===== config.mk =====
export PLATFORM = sky130hd
export DESIGN_NAME = fetch_if_stage_flat
export DESIGN_NICKNAME = d
export VERILOG_FILES = /design/src/rtl/fetch_if_stage_pkg.sv /design/src/rtl/fetch_if_stage_if.sv /design/src/rtl/fetch_if_stage_if_id_reg.sv /design/src/rtl/fetch_if_stage.sv /design/src/flat_wrapper.sv
export SDC_FILE = /design/constraint.sdc
export NUM_CORES = 1
export LEC_CHECK = 0
export CORE_MARGIN = 2
export CORE_UTILIZATION = 51
export CTS_BUF_LIST = sky130_fd_sc_hd__clkbuf_4 sky130_fd_sc_hd__clkbuf_8 sky130_fd_sc_hd__clkbuf_16
export DETAILED_ROUTE_END_ITERATION = 8
export GPL_TIMING_DRIVEN = 0
export PLACE_DENSITY = 0.77
export RECOVER_POWER = 50
export REMOVE_ABC_BUFFERS = 1
export SLEW_MARGIN = 20
export SYNTH_ARGS = -nofsm -noshare
export SYNTH_HDL_FRONTEND = slang
export SYNTH_SLANG_ARGS = --single-unit

===== constraint.sdc =====
create_clock -name clk -period 4.94 [get_ports clk]
set_input_delay 0.494 -clock clk [delete_from_list [all_inputs] [get_ports clk]]
set_output_delay 0.494 -clock clk [all_outputs]
set_load 0.01 [all_outputs]

===== src/rtl/fetch_if_stage_pkg.sv =====
// ---------------------------------------------------------------------------
// fetch_if_stage_pkg
// Shared constants and types for the MIPS fetch stage and its IF/ID register:
//   RESET_PC_DEFAULT - default start of text segment
//   NOP_WORD         - instruction word used for bubbles
//   SEL_*            - next-PC select encoding
//   ifid_t           - IF/ID pipeline register payload
//   br_offset()      - sign-extend and word-shift a 16-bit branch immediate
// ---------------------------------------------------------------------------
package fetch_if_stage_pkg;

  localparam int unsigned XLEN = 32;

  localparam logic [XLEN-1:0] RESET_PC_DEFAULT = 32'h0000_3000;
  localparam logic [XLEN-1:0] NOP_WORD         = 32'h0000_0000;

  localparam logic [1:0] SEL_PC4 = 2'd0;
  localparam logic [1:0] SEL_BR  = 2'd1;
  localparam logic [1:0] SEL_J   = 2'd2;
  localparam logic [1:0] SEL_JR  = 2'd3;

  typedef struct packed {
    logic [XLEN-1:0] instr;
    logic [XLEN-1:0] pc;
    logic [XLEN-1:0] pc8;
    logic            valid;
  } ifid_t;

  // Byte offset of a branch: signext(imm16) << 2.
  function automatic logic [XLEN-1:0] br_offset(input logic [15:0] imm);
    return {{14{imm[15]}}, imm, 2'b00};
  endfunction

endpackage


===== src/rtl/fetch_if_stage_if.sv =====
// ---------------------------------------------------------------------------
// fetch_if_stage_if
// Bundle of hazard/redirect inputs, IM fetch bus and IF/ID outputs.
//   master : pipeline side (hazard unit, decode, IM) driving the fetch stage
//   slave  : the fetch stage itself
// Signals:
//   StallF, BranchD, JumpD, JumpRegD, JrTargetD - stall and redirect controls
//   InstrF / PCF                                - instruction memory port
//   InstrD, PCD, PC8D, ValidD                   - IF/ID contents
//   AddrErrF                                    - fetch address error (comb)
// ---------------------------------------------------------------------------
interface fetch_if_stage_if;

  logic        StallF;
  logic        BranchD;
  logic        JumpD;
  logic        JumpRegD;
  logic [31:0] JrTargetD;
  logic [31:0] InstrF;
  logic [31:0] PCF;
  logic [31:0] InstrD;
  logic [31:0] PCD;
  logic [31:0] PC8D;
  logic        ValidD;
  logic        AddrErrF;

  modport master (
    output StallF, BranchD, JumpD, JumpRegD, JrTargetD, InstrF,
    input  PCF, InstrD, PCD, PC8D, ValidD, AddrErrF
  );

  modport slave (
    input  StallF, BranchD, JumpD, JumpRegD, JrTargetD, InstrF,
    output PCF, InstrD, PCD, PC8D, ValidD, AddrErrF
  );

endinterface


===== src/rtl/fetch_if_stage_if_id_reg.sv =====
// ---------------------------------------------------------------------------
// fetch_if_stage_if_id_reg
// IF/ID pipeline register with stall, flush and async active-high reset.
// Ports:
//   clk, reset     - clock, async active-high reset
//   i_stall        - hold all contents (wins over flush)
//   i_flush        - load a bubble (nop, PC 0, invalid)
//   i_addr_err     - fetch address bad: latch nop and mark invalid
//   i_instr, i_pc  - fetched word and its address
//   o_instr, o_pc, o_pc8, o_valid - registered IF/ID contents
// ---------------------------------------------------------------------------
module fetch_if_stage_if_id_reg
  import fetch_if_stage_pkg::*;
(
  input  logic            clk,
  input  logic            reset,
  input  logic            i_stall,
  input  logic            i_flush,
  input  logic            i_addr_err,
  input  logic [XLEN-1:0] i_instr,
  input  logic [XLEN-1:0] i_pc,
  output logic [XLEN-1:0] o_instr,
  output logic [XLEN-1:0] o_pc,
  output logic [XLEN-1:0] o_pc8,
  output logic            o_valid
);

  ifid_t r_ifid;

  // Link value is registered alongside PCD so it stays a clean flop output.
  always_ff @(posedge clk or posedge reset) begin
    if (reset) begin
      r_ifid.instr <= NOP_WORD;
      r_ifid.pc    <= '0;
      r_ifid.pc8   <= 32'd8;
      r_ifid.valid <= 1'b0;
    end else if (!i_stall) begin
      if (i_flush) begin
        r_ifid.instr <= NOP_WORD;
        r_ifid.pc    <= '0;
        r_ifid.pc8   <= 32'd8;
        r_ifid.valid <= 1'b0;
      end else begin
        r_ifid.instr <= i_addr_err ? NOP_WORD : i_instr;
        r_ifid.pc    <= i_pc;
        r_ifid.pc8   <= i_pc + 32'd8;
        r_ifid.valid <= !i_addr_err;
      end
    end
  end

  assign o_instr = r_ifid.instr;
  assign o_pc    = r_ifid.pc;
  assign o_pc8   = r_ifid.pc8;
  assign o_valid = r_ifid.valid;

endmodule


===== src/rtl/fetch_if_stage.sv =====
// ---------------------------------------------------------------------------
// fetch_if_stage
// Instruction-fetch stage of the 5-stage MIPS core: PC register, next-PC
// selection from decode-stage redirects, fetch address check, IF/ID register.
// Ports:
//   clk    - system clock, rising edge
//   reset  - asynchronous active-high reset
//   bus    - fetch_if_stage_if.slave (stall/redirect in, IM port, IF/ID out)
// Parameters:
//   RESET_PC - PC after reset, base of instruction memory
//   IM_WORDS - instruction memory depth in words
// Configuration:
//   FETCH_DELAY_SLOT_EN - defined: branch delay slot is kept (no flush);
//                         undefined: IF/ID is flushed on any redirect.
// ---------------------------------------------------------------------------
module fetch_if_stage
  import fetch_if_stage_pkg::*;
#(
  parameter logic [31:0] RESET_PC = RESET_PC_DEFAULT,
  parameter int unsigned IM_WORDS = 1024
) (
  input  logic             clk,
  input  logic             reset,
  fetch_if_stage_if.slave  bus
);

  localparam logic [XLEN-1:0] PC_LAST = RESET_PC + 32'(IM_WORDS * 4) - 32'd4;

  logic [XLEN-1:0] r_pcf;
  logic [XLEN-1:0] w_pc4;
  logic [XLEN-1:0] w_pcd4;
  logic [XLEN-1:0] w_br_tgt;
  logic [XLEN-1:0] w_j_tgt;
  logic [XLEN-1:0] w_next_pc;
  logic [1:0]      w_sel;
  logic            w_addr_err;
  logic            w_flush;
  logic [XLEN-1:0] w_instrd;
  logic [XLEN-1:0] w_pcd;
  logic [XLEN-1:0] w_pc8d;
  logic            w_validd;

  // Redirect targets come from the instruction currently held in IF/ID.
  assign w_pc4    = r_pcf + 32'd4;
  assign w_pcd4   = w_pcd + 32'd4;
  assign w_br_tgt = w_pcd4 + br_offset(w_instrd[15:0]);
  assign w_j_tgt  = {w_pcd4[31:28], w_instrd[25:0], 2'b00};

  // Redirect priority: jr/jalr, then j/jal, then taken branch.
  always_comb begin
    w_sel = SEL_PC4;
    if (bus.JumpRegD) begin
      w_sel = SEL_JR;
    end else if (bus.JumpD) begin
      w_sel = SEL_J;
    end else if (bus.BranchD) begin
      w_sel = SEL_BR;
    end
  end

  always_comb begin
    w_next_pc = w_pc4;
    case (w_sel)
      SEL_JR:  w_next_pc = bus.JrTargetD;
      SEL_J:   w_next_pc = w_j_tgt;
      SEL_BR:  w_next_pc = w_br_tgt;
      default: w_next_pc = w_pc4;
    endcase
  end

  // PC register; a stall also discards any redirect presented that cycle.
  always_ff @(posedge clk or posedge reset) begin
    if (reset) begin
      r_pcf <= RESET_PC;
    end else if (!bus.StallF) begin
      r_pcf <= w_next_pc;
    end
  end

  // Misaligned or outside the instruction memory window.
  assign w_addr_err = (r_pcf[1:0] != 2'b00) || (r_pcf < RESET_PC) || (r_pcf > PC_LAST);

`ifdef FETCH_DELAY_SLOT_EN
  assign w_flush = 1'b0;
`else
  assign w_flush = bus.BranchD | bus.JumpD | bus.JumpRegD;
`endif

  fetch_if_stage_if_id_reg u_if_id_reg (
    .clk        (clk),
    .reset      (reset),
    .i_stall    (bus.StallF),
    .i_flush    (w_flush),
    .i_addr_err (w_addr_err),
    .i_instr    (bus.InstrF),
    .i_pc       (r_pcf),
    .o_instr    (w_instrd),
    .o_pc       (w_pcd),
    .o_pc8      (w_pc8d),
    .o_valid    (w_validd)
  );

  assign bus.PCF      = r_pcf;
  assign bus.InstrD   = w_instrd;
  assign bus.PCD      = w_pcd;
  assign bus.PC8D     = w_pc8d;
  assign bus.ValidD   = w_validd;
  assign bus.AddrErrF = w_addr_err;

endmodule


===== src/flat_wrapper.sv =====
// flat-port wrapper written by rule: the top's interface ports become plain ports
module fetch_if_stage_flat import fetch_if_stage_pkg::*;
#(
  parameter logic [31:0] RESET_PC = RESET_PC_DEFAULT,
  parameter int unsigned IM_WORDS = 1024
)
  (clk, reset, bus_StallF, bus_BranchD, bus_JumpD, bus_JumpRegD, bus_JrTargetD, bus_InstrF, bus_PCF, bus_InstrD, bus_PCD, bus_PC8D, bus_ValidD, bus_AddrErrF);
  fetch_if_stage_if bus_i ();
  input  logic clk;
  input  logic reset;
  input wire logic [$bits(bus_i.StallF)-1:0] bus_StallF;
  input wire logic [$bits(bus_i.BranchD)-1:0] bus_BranchD;
  input wire logic [$bits(bus_i.JumpD)-1:0] bus_JumpD;
  input wire logic [$bits(bus_i.JumpRegD)-1:0] bus_JumpRegD;
  input wire logic [$bits(bus_i.JrTargetD)-1:0] bus_JrTargetD;
  input wire logic [$bits(bus_i.InstrF)-1:0] bus_InstrF;
  output wire logic [$bits(bus_i.PCF)-1:0] bus_PCF;
  output wire logic [$bits(bus_i.InstrD)-1:0] bus_InstrD;
  output wire logic [$bits(bus_i.PCD)-1:0] bus_PCD;
  output wire logic [$bits(bus_i.PC8D)-1:0] bus_PC8D;
  output wire logic [$bits(bus_i.ValidD)-1:0] bus_ValidD;
  output wire logic [$bits(bus_i.AddrErrF)-1:0] bus_AddrErrF;
  assign bus_i.StallF = bus_StallF;
  assign bus_i.BranchD = bus_BranchD;
  assign bus_i.JumpD = bus_JumpD;
  assign bus_i.JumpRegD = bus_JumpRegD;
  assign bus_i.JrTargetD = bus_JrTargetD;
  assign bus_i.InstrF = bus_InstrF;
  assign bus_PCF = bus_i.PCF;
  assign bus_InstrD = bus_i.InstrD;
  assign bus_PCD = bus_i.PCD;
  assign bus_PC8D = bus_i.PC8D;
  assign bus_ValidD = bus_i.ValidD;
  assign bus_AddrErrF = bus_i.AddrErrF;
  fetch_if_stage #(.RESET_PC(RESET_PC), .IM_WORDS(IM_WORDS)) u_core (.clk(clk), .reset(reset), .bus(bus_i));
endmodule

# Yosys cells after proc, flatten, opt, wreduce, memory -nomap -nowiden
# Index checks and enable logic that the tools add are counted.
# op_classes
eq_ne	3
magnitude_cmp	2
n_bitwise	2
addsub	4
n_reduce_logical	4
n_mux	6
# op_table
cell	count
two-way mux 97 bit	1
one-hot mux 32 bit (3 select lines)	1
adder 32 x 3 -> 32 bit (second input constant)	2
adder 32 bit	1
adder 32 x 4 -> 32 bit (second input constant)	1
> comparator 32 x 14 -> 1 bit (second input constant)	1
< comparator 32 x 14 -> 1 bit (second input constant)	1
two-way mux 32 bit	1
equality test 2 bit (second input constant)	2
two-way mux 2 bit	2
equality test 2 x 1 -> 1 bit (second input constant)	1
logical OR 1 bit	2
OR 1 bit	2
nonzero test 2 bit	1
logical NOT 1 bit	1
two-way mux 1 bit	1
# totals
out_inout_bits	130
register_bits	129
elab_cells	26

# Depth between registers and ports, before layout
# logic_depth
depth_word	5
depth_mapped	15

# Hierarchy
# From an unflattened synthesis, not the netlist that was laid out.
# unflattened
hier_cells	997
area_unflattened_um2	8738.4
# by_module_without_submodules
module	instances	area_per_inst_um2	cells_each
fetch_if_stage	1	4740.8	631
fetch_if_stage_if_id_reg	1	3997.6	366

# Worst setup path before layout
# Ideal clock, no wire load.
# synth_timing
path_kind	register to register
startpoint	reg u_core.u_if_id_reg.r_ifid (netlist bit u_core.u_if_id_reg.o_pc[2])
endpoint	reg u_core.r_pcf[26], in the netlist u_core.bus.PCF[26]
path_stages_with_launch	16
path_slack_ps	1563
path_buffers	1
t_arrival_ps	3247
setup_ps	131
path_cell_list	dfrtp_1 > ha_1 > nand4_1 > nor3_2 > nand3_1 > xnor2_1 > ha_1 > buf_2 > nand2_1 > o21a_1 > o2111a_1 > o211a_4 > o31ai_1 > xor2_1 > a222oi_1 > a21oi_1
# synth_between
elab_chain_cells	3
# synth_rtl
element	line	source
from (decl)	fetch_if_stage_if_id_reg.sv:28	ifid_t r_ifid;
adder 32 x 3 -> 32 bit	fetch_if_stage.sv:45	assign w_pcd4 = w_pcd + 32'd4;
adder 32 bit	fetch_if_stage.sv:46	assign w_br_tgt = w_pcd4 + br_offset(w_instrd[15:0]);
one-hot mux 32 bit (3 select lines)	fetch_if_stage.sv:63	case (w_sel)
to (signal assigned)	fetch_if_stage.sv:76	r_pcf <= w_next_pc;
to (decl)	fetch_if_stage.sv:29	logic [XLEN-1:0] r_pcf;
# Every way passes these cells.
# A chain may end at the register's enable or synchronous reset.

# Worst setup path after layout
# layout_timing
startpoint	reg u_core.u_if_id_reg.r_ifid (netlist bit u_core.u_if_id_reg.o_pc[2])
endpoint	reg u_core.r_pcf[29], in the netlist u_core.bus.PCF[29]
# layout_between
elab_chain_cells	3
# layout_rtl
element	line
adder 32 x 3 -> 32 bit (*)	fetch_if_stage.sv:45
adder 32 bit	fetch_if_stage.sv:46
one-hot mux 32 bit (3 select lines) (*)	fetch_if_stage.sv:63
# Every way passes the cells marked *; elsewhere a longest branch is shown, timed or not.

==> reports/metrics.sh <==
R2R_SETUP_SLACK_PS=510
FIRST_GLOBAL_VIAS=8059
SYNTH_EDF_COUNT=0
DIE-HEIGHT_UM=134
FLOORPLAN.ROWS=47
POWER_DENSITY_nW_PER_UM2=261
P_SWITCHING_mW=0.907
YOSYS.CELL_TYPES.COUNT=77
DPL.CELL_COUNT=1365
COMBPWRFRAC_PCT=16.0
CTS_TREE='built'
MAX_FREQ_MHz=226
WORST_R2R_PATH_CELLS=14
WORST_EP_ARRIVAL_TIME_PS=4730
MIN_PATH_TYPE='flop to flop'
SEQ_POWER_SHARE_PCT=41.0
DETAIL_ROUTE.ITER0.VIOLATIONS=981
VIAS=8727
CLOCK_SKEW_PS=8.99
SYN-INSTANCE-COUNT=1007
FRACTION_OF_FINAL_LAYOUT_CELLS_WITH_DRIVE_STRENGTH_GREATER_THAN_1_PCT=6.29
CTS_HTREE_LEVELS=4
N_ANTENNA_CELL=0
P_TOTAL_mW=2.95
TRITONCTS_NUM_SINKS=126
WORST-SETUP-PATH-TYPE='flop to flop'
FINAL-MAX-SLEW-VIOLATION-COUNT=129
DETAILEDROUTE.FIRSTPASSITERATIONCOUNT=6
FILL_CELLS=1371
TIMING.CRITICAL_PATH.TO='u_core.bus.PCF[29]$_DFFE_PP0N_'
TIME_THE_WORST_PATH_NEEDS_WITH_I_O_DELAYS_AND_SETUP_PS=4430
FINAL_CELLS=1397
ASYNC_RESET_FF_SHARE_PCT=100
FIN_WS_PS=510
SYNTH_TOP_FLOP_CELL='dfrtp_1'
NNETSFINAL=1272
ROUTE.DETAILED.VIAS_PER_INST=6.25
YS_SEQ_ELEMENTS=126
P_INT_mW=2.04
HPWL_UM=21700
CTS-BUFFERS-INSERTED=17
ROUTABILITYCONGESTION=0.930
GRT_MAX_DEGREE=104
SYNTH-WARNING-COUNT=0
DP_WORST_SETUP_SLACK_PS=602
INITIAL_CORE_UTIL_PCT=52.0
STATIC-LEAKAGE-POWER_nW=4.90
GLOBALROUTE.TOTALOVERFLOW=0
CLK_LATENCY_PS=430
POWER_SWITCHING_SHARE_PCT=30.8
DESIGN.CORE.AREA_UM2=16500
SYN-CELL-AREA_UM2=8590
CP-STARTPOINT='u_core.u_if_id_reg.o_pc[2]$_DFFE_PP0N_'
CRIT_PATH_END_KIND='flop'
CRIT_REQUIRED_PS=5240
CLKSLEWWORSTSETUPHOLDPATHS_PS=60
ANT_NETS=0
WORST_PIN_SLEW_PS=2620
MIN_PERIOD_OVER_PERIOD_PCT=89.7
YOSYSSEQAREASHARE_PCT=36.7
POST_CTS_REPAIR_RESIZE_COUNT=0
CLKPWRFRAC_PCT=43.0
DRC_ERRORS=0
AREA_GROWTH_PCT=31.3
MAXIMUM_RESISTIVE_DROP_ON_VDD_mV=0.264
POST-CTS-SETUP-BUFFER-COUNT=0
STARTPOINT_TYPE='flop'
CRITICAL_PATH.MAX_FANOUT=7
GRT_SETUP_UNREPAIRED='false'
VIOLATIONS_IN_THE_FINAL_REPORTS='max-capacitance violations, max-slew violations'
MAXCAPVIOLCOUNT=2
ANTENNA_FOUND_INITIAL=0
MAX-SLEW-MARGIN-REL_PCT=-75.5
OUTCOME='finished, violations left'
POSTSYNTHAREAPERCELL_UM2=8.53
WIRELENGTH_UM=30000
POSTCTSHOLDBUFS=0
ROUTE.DETAILED.WL_PER_INST_UM=21.5
CHIPWIDTH_UM=134
TOTAL_SETUP_VIOLATIONS_REPORTED_AT_THE_END_OF_THE_FLOW=0
TIMING.RR.START='u_core.u_if_id_reg.o_pc[2]$_DFFE_PP0N_'
TOP_LEVEL_PINS=200
CTS.ROOT.BUFFER_CELL='clkbuf_16'
FINAL_HOLD_VIOL_COUNT=0
IO_BUFFER_COUNT=199
GRT_PASS1_WL_UM=46300
GRT_UTIL_ALL_LAYERS_PCT=33.5
CLOCK_TREE.BUFFER_DEPTH=2
DIE-AREA_UM2=17900
RR_ENDPOINT='u_core.bus.PCF[29]$_DFFE_PP0N_'
area by class of cell:
type                       instances  area, µm²  area share, %
multi-input combinational        785       5060           44.8
timing repair buffer             210       2120           18.8
clock inverter                    14        145           1.29
sequential                       126       3160           28.0
tap                              220        275           2.44
clock buffer                      18        439           3.89
inverter                          24       91.3          0.810
cells by family (layout without fill, tap and decap cells):
| logic type | count (synthesis) | in the layout | share of synthesized area, % |
|---|---|---|---|
| AO/OA/AOI/OAI | 307 | 307 | 24.1 |
| XOR/XNOR | 80 | 80 | 8.15 |
| adder cells (fa/ha/maj) | 38 | 38 | 5.62 |
| buffers and inverters | 96 | 266 | 4.63 |
| flip-flops | 126 | 126 | 36.7 |
| multiplexers | 1 | 1 | 0.116 |
| AND/OR/NAND/NOR | 359 | 359 | 20.6 |
state kept, by name, summed over array words and instances (netlist names):
name / cells
u_core.u_if_id_reg.o_instr: 32
u_core.u_if_id_reg.o_pc8: 29
u_core.bus.PCF: 32
u_core.u_if_id_reg.o_valid: 1
u_core.u_if_id_reg.o_pc: 32
power groups by stage:
stage | Clock (mW) | Combinational [mW] | Sequential, mW
5_1_grt | 1.32 | 0.507 | 1.21
6_report | 1.27 | 0.471 | 1.21
2_1_floorplan | 0 | 0.188 | 1.21
3_3_place_gp | 0 | 0.462 | 1.22
4_1_cts | 1.28 | 0.478 | 1.20
3_5_place_dp | 0 | 0.474 | 1.22
synth_stat cells, types with 4 or more instances:
cell type  number  area (µm²)
nand2_1       144         541
dfrtp_1       123        3080
a21oi_1        86         430
nor2_1         70         263
o21ai_0        59         295
a22o_1         54         473
xnor2_1        52         455
clkbuf_1       44         165
ha_1           37         463
nand3_1        37         185
xor2_1         28         245
nand4_1        27         169
inv_1          24        90.1
buf_2          14        70.1
nor3_1         13        65.1
o22ai_1        13        81.3
a221oi_1       12         105
o31ai_1        12        90.1
or3_1          10        62.6
and3_1          9        56.3
nor4_1          9        56.3
a31oi_1         8        50.1
buf_1           8        30.0
a21o_1          7        52.6
and2_1          7        43.8
o21a_1          6        45.0
o21ai_1         6        30.0
and4_1          5        43.8
buf_4           5        37.5
nor2b_1         4        25.0
o221ai_1        4        35.0
worst min path at each step:
stage	from	endpoint	slack, ps	depth (start not counted)
2_1_floorplan	u_core.u_if_id_reg.o_pc8[3]$_DFFE_PP1N_	u_core.u_if_id_reg.o_pc8[3]$_DFFE_PP1N_	500	1
3_3_place_gp	u_core.u_if_id_reg.o_valid$_DFFE_PP0N_	u_core.u_if_id_reg.o_valid$_DFFE_PP0N_	460	1
3_5_place_dp	u_core.u_if_id_reg.o_pc8[7]$_DFFE_PP0N_	u_core.u_if_id_reg.o_pc8[7]$_DFFE_PP0N_	470	2
4_1_cts	u_core.u_if_id_reg.o_pc8[7]$_DFFE_PP0N_	u_core.u_if_id_reg.o_pc8[7]$_DFFE_PP0N_	490	2
5_1_grt	u_core.u_if_id_reg.o_valid$_DFFE_PP0N_	u_core.u_if_id_reg.o_valid$_DFFE_PP0N_	500	1
6_report	u_core.u_if_id_reg.o_pc8[7]$_DFFE_PP0N_	u_core.u_if_id_reg.o_pc8[7]$_DFFE_PP0N_	480	2
routing by layer:
metal  share of wire, %  GRT usage [%]  vias to the layer above
met5                  0              0                        -
met4                2.4           11.1                        0
met3                9.0           6.50                       57
met2                 43           48.9                      465
met1                 45           50.1                     4211
li1                   -              -                     3994
placed cells by master, fill, tap and decap left out, types with 4 or more instances in the layout:
| cell | instances |
|---|---|
| nand2_1 | 144 |
| clkdlybuf4s50_1 | 140 |
| dfrtp_1 | 123 |
| a21oi_1 | 86 |
| nor2_1 | 68 |
| o21ai_0 | 59 |
| dlygate4sd3_1 | 57 |
| a22o_1 | 54 |
| xnor2_1 | 52 |
| nand3_1 | 37 |
| ha_1 | 37 |
| xor2_1 | 28 |
| nand4_1 | 27 |
| inv_1 | 23 |
| clkbuf_16 | 17 |
| nor3_1 | 13 |
| o22ai_1 | 13 |
| a221oi_1 | 12 |
| o31ai_1 | 12 |
| or3_1 | 10 |
| and3_1 | 9 |
| nor4_1 | 9 |
| a31oi_1 | 8 |
| and2_1 | 7 |
| a21o_1 | 7 |
| o21ai_1 | 6 |
| o21a_1 | 6 |
| and4_1 | 5 |
| inv_6 | 5 |
| nor2b_1 | 4 |
| o221ai_1 | 4 |
critical path, cell delays in order (launching register included):
cell	delay [ps]
dfrtp_1	490
ha_1	250
nand4_1	200
nor3_2	690
nand2_1	240
xnor2_1	190
ha_1	430
nand2_1	120
o21ai_0	400
nor2_1	100
o2bb2ai_1	170
a2111oi_0	630
o21ai_0	170
nand3b_1	150
a21oi_1	70
through the flow:
stage | util (%) | setup TNS, ps | hold slack, ps | area (µm²)
after global placement | 63.9 | -462380 | 465 | 10600
after CTS | 68.5 | 0 | 490 | 11300
after global routing | 68.3 | 0 | 501 | 11300
after detailed placement | 65.0 | 0 | 471 | 10700
after floorplan | - | 0 | 496 | 8290
final | 68.3 | 0 | 481 | 11300
No activity file was read; power rests on OpenSTA's default activity.
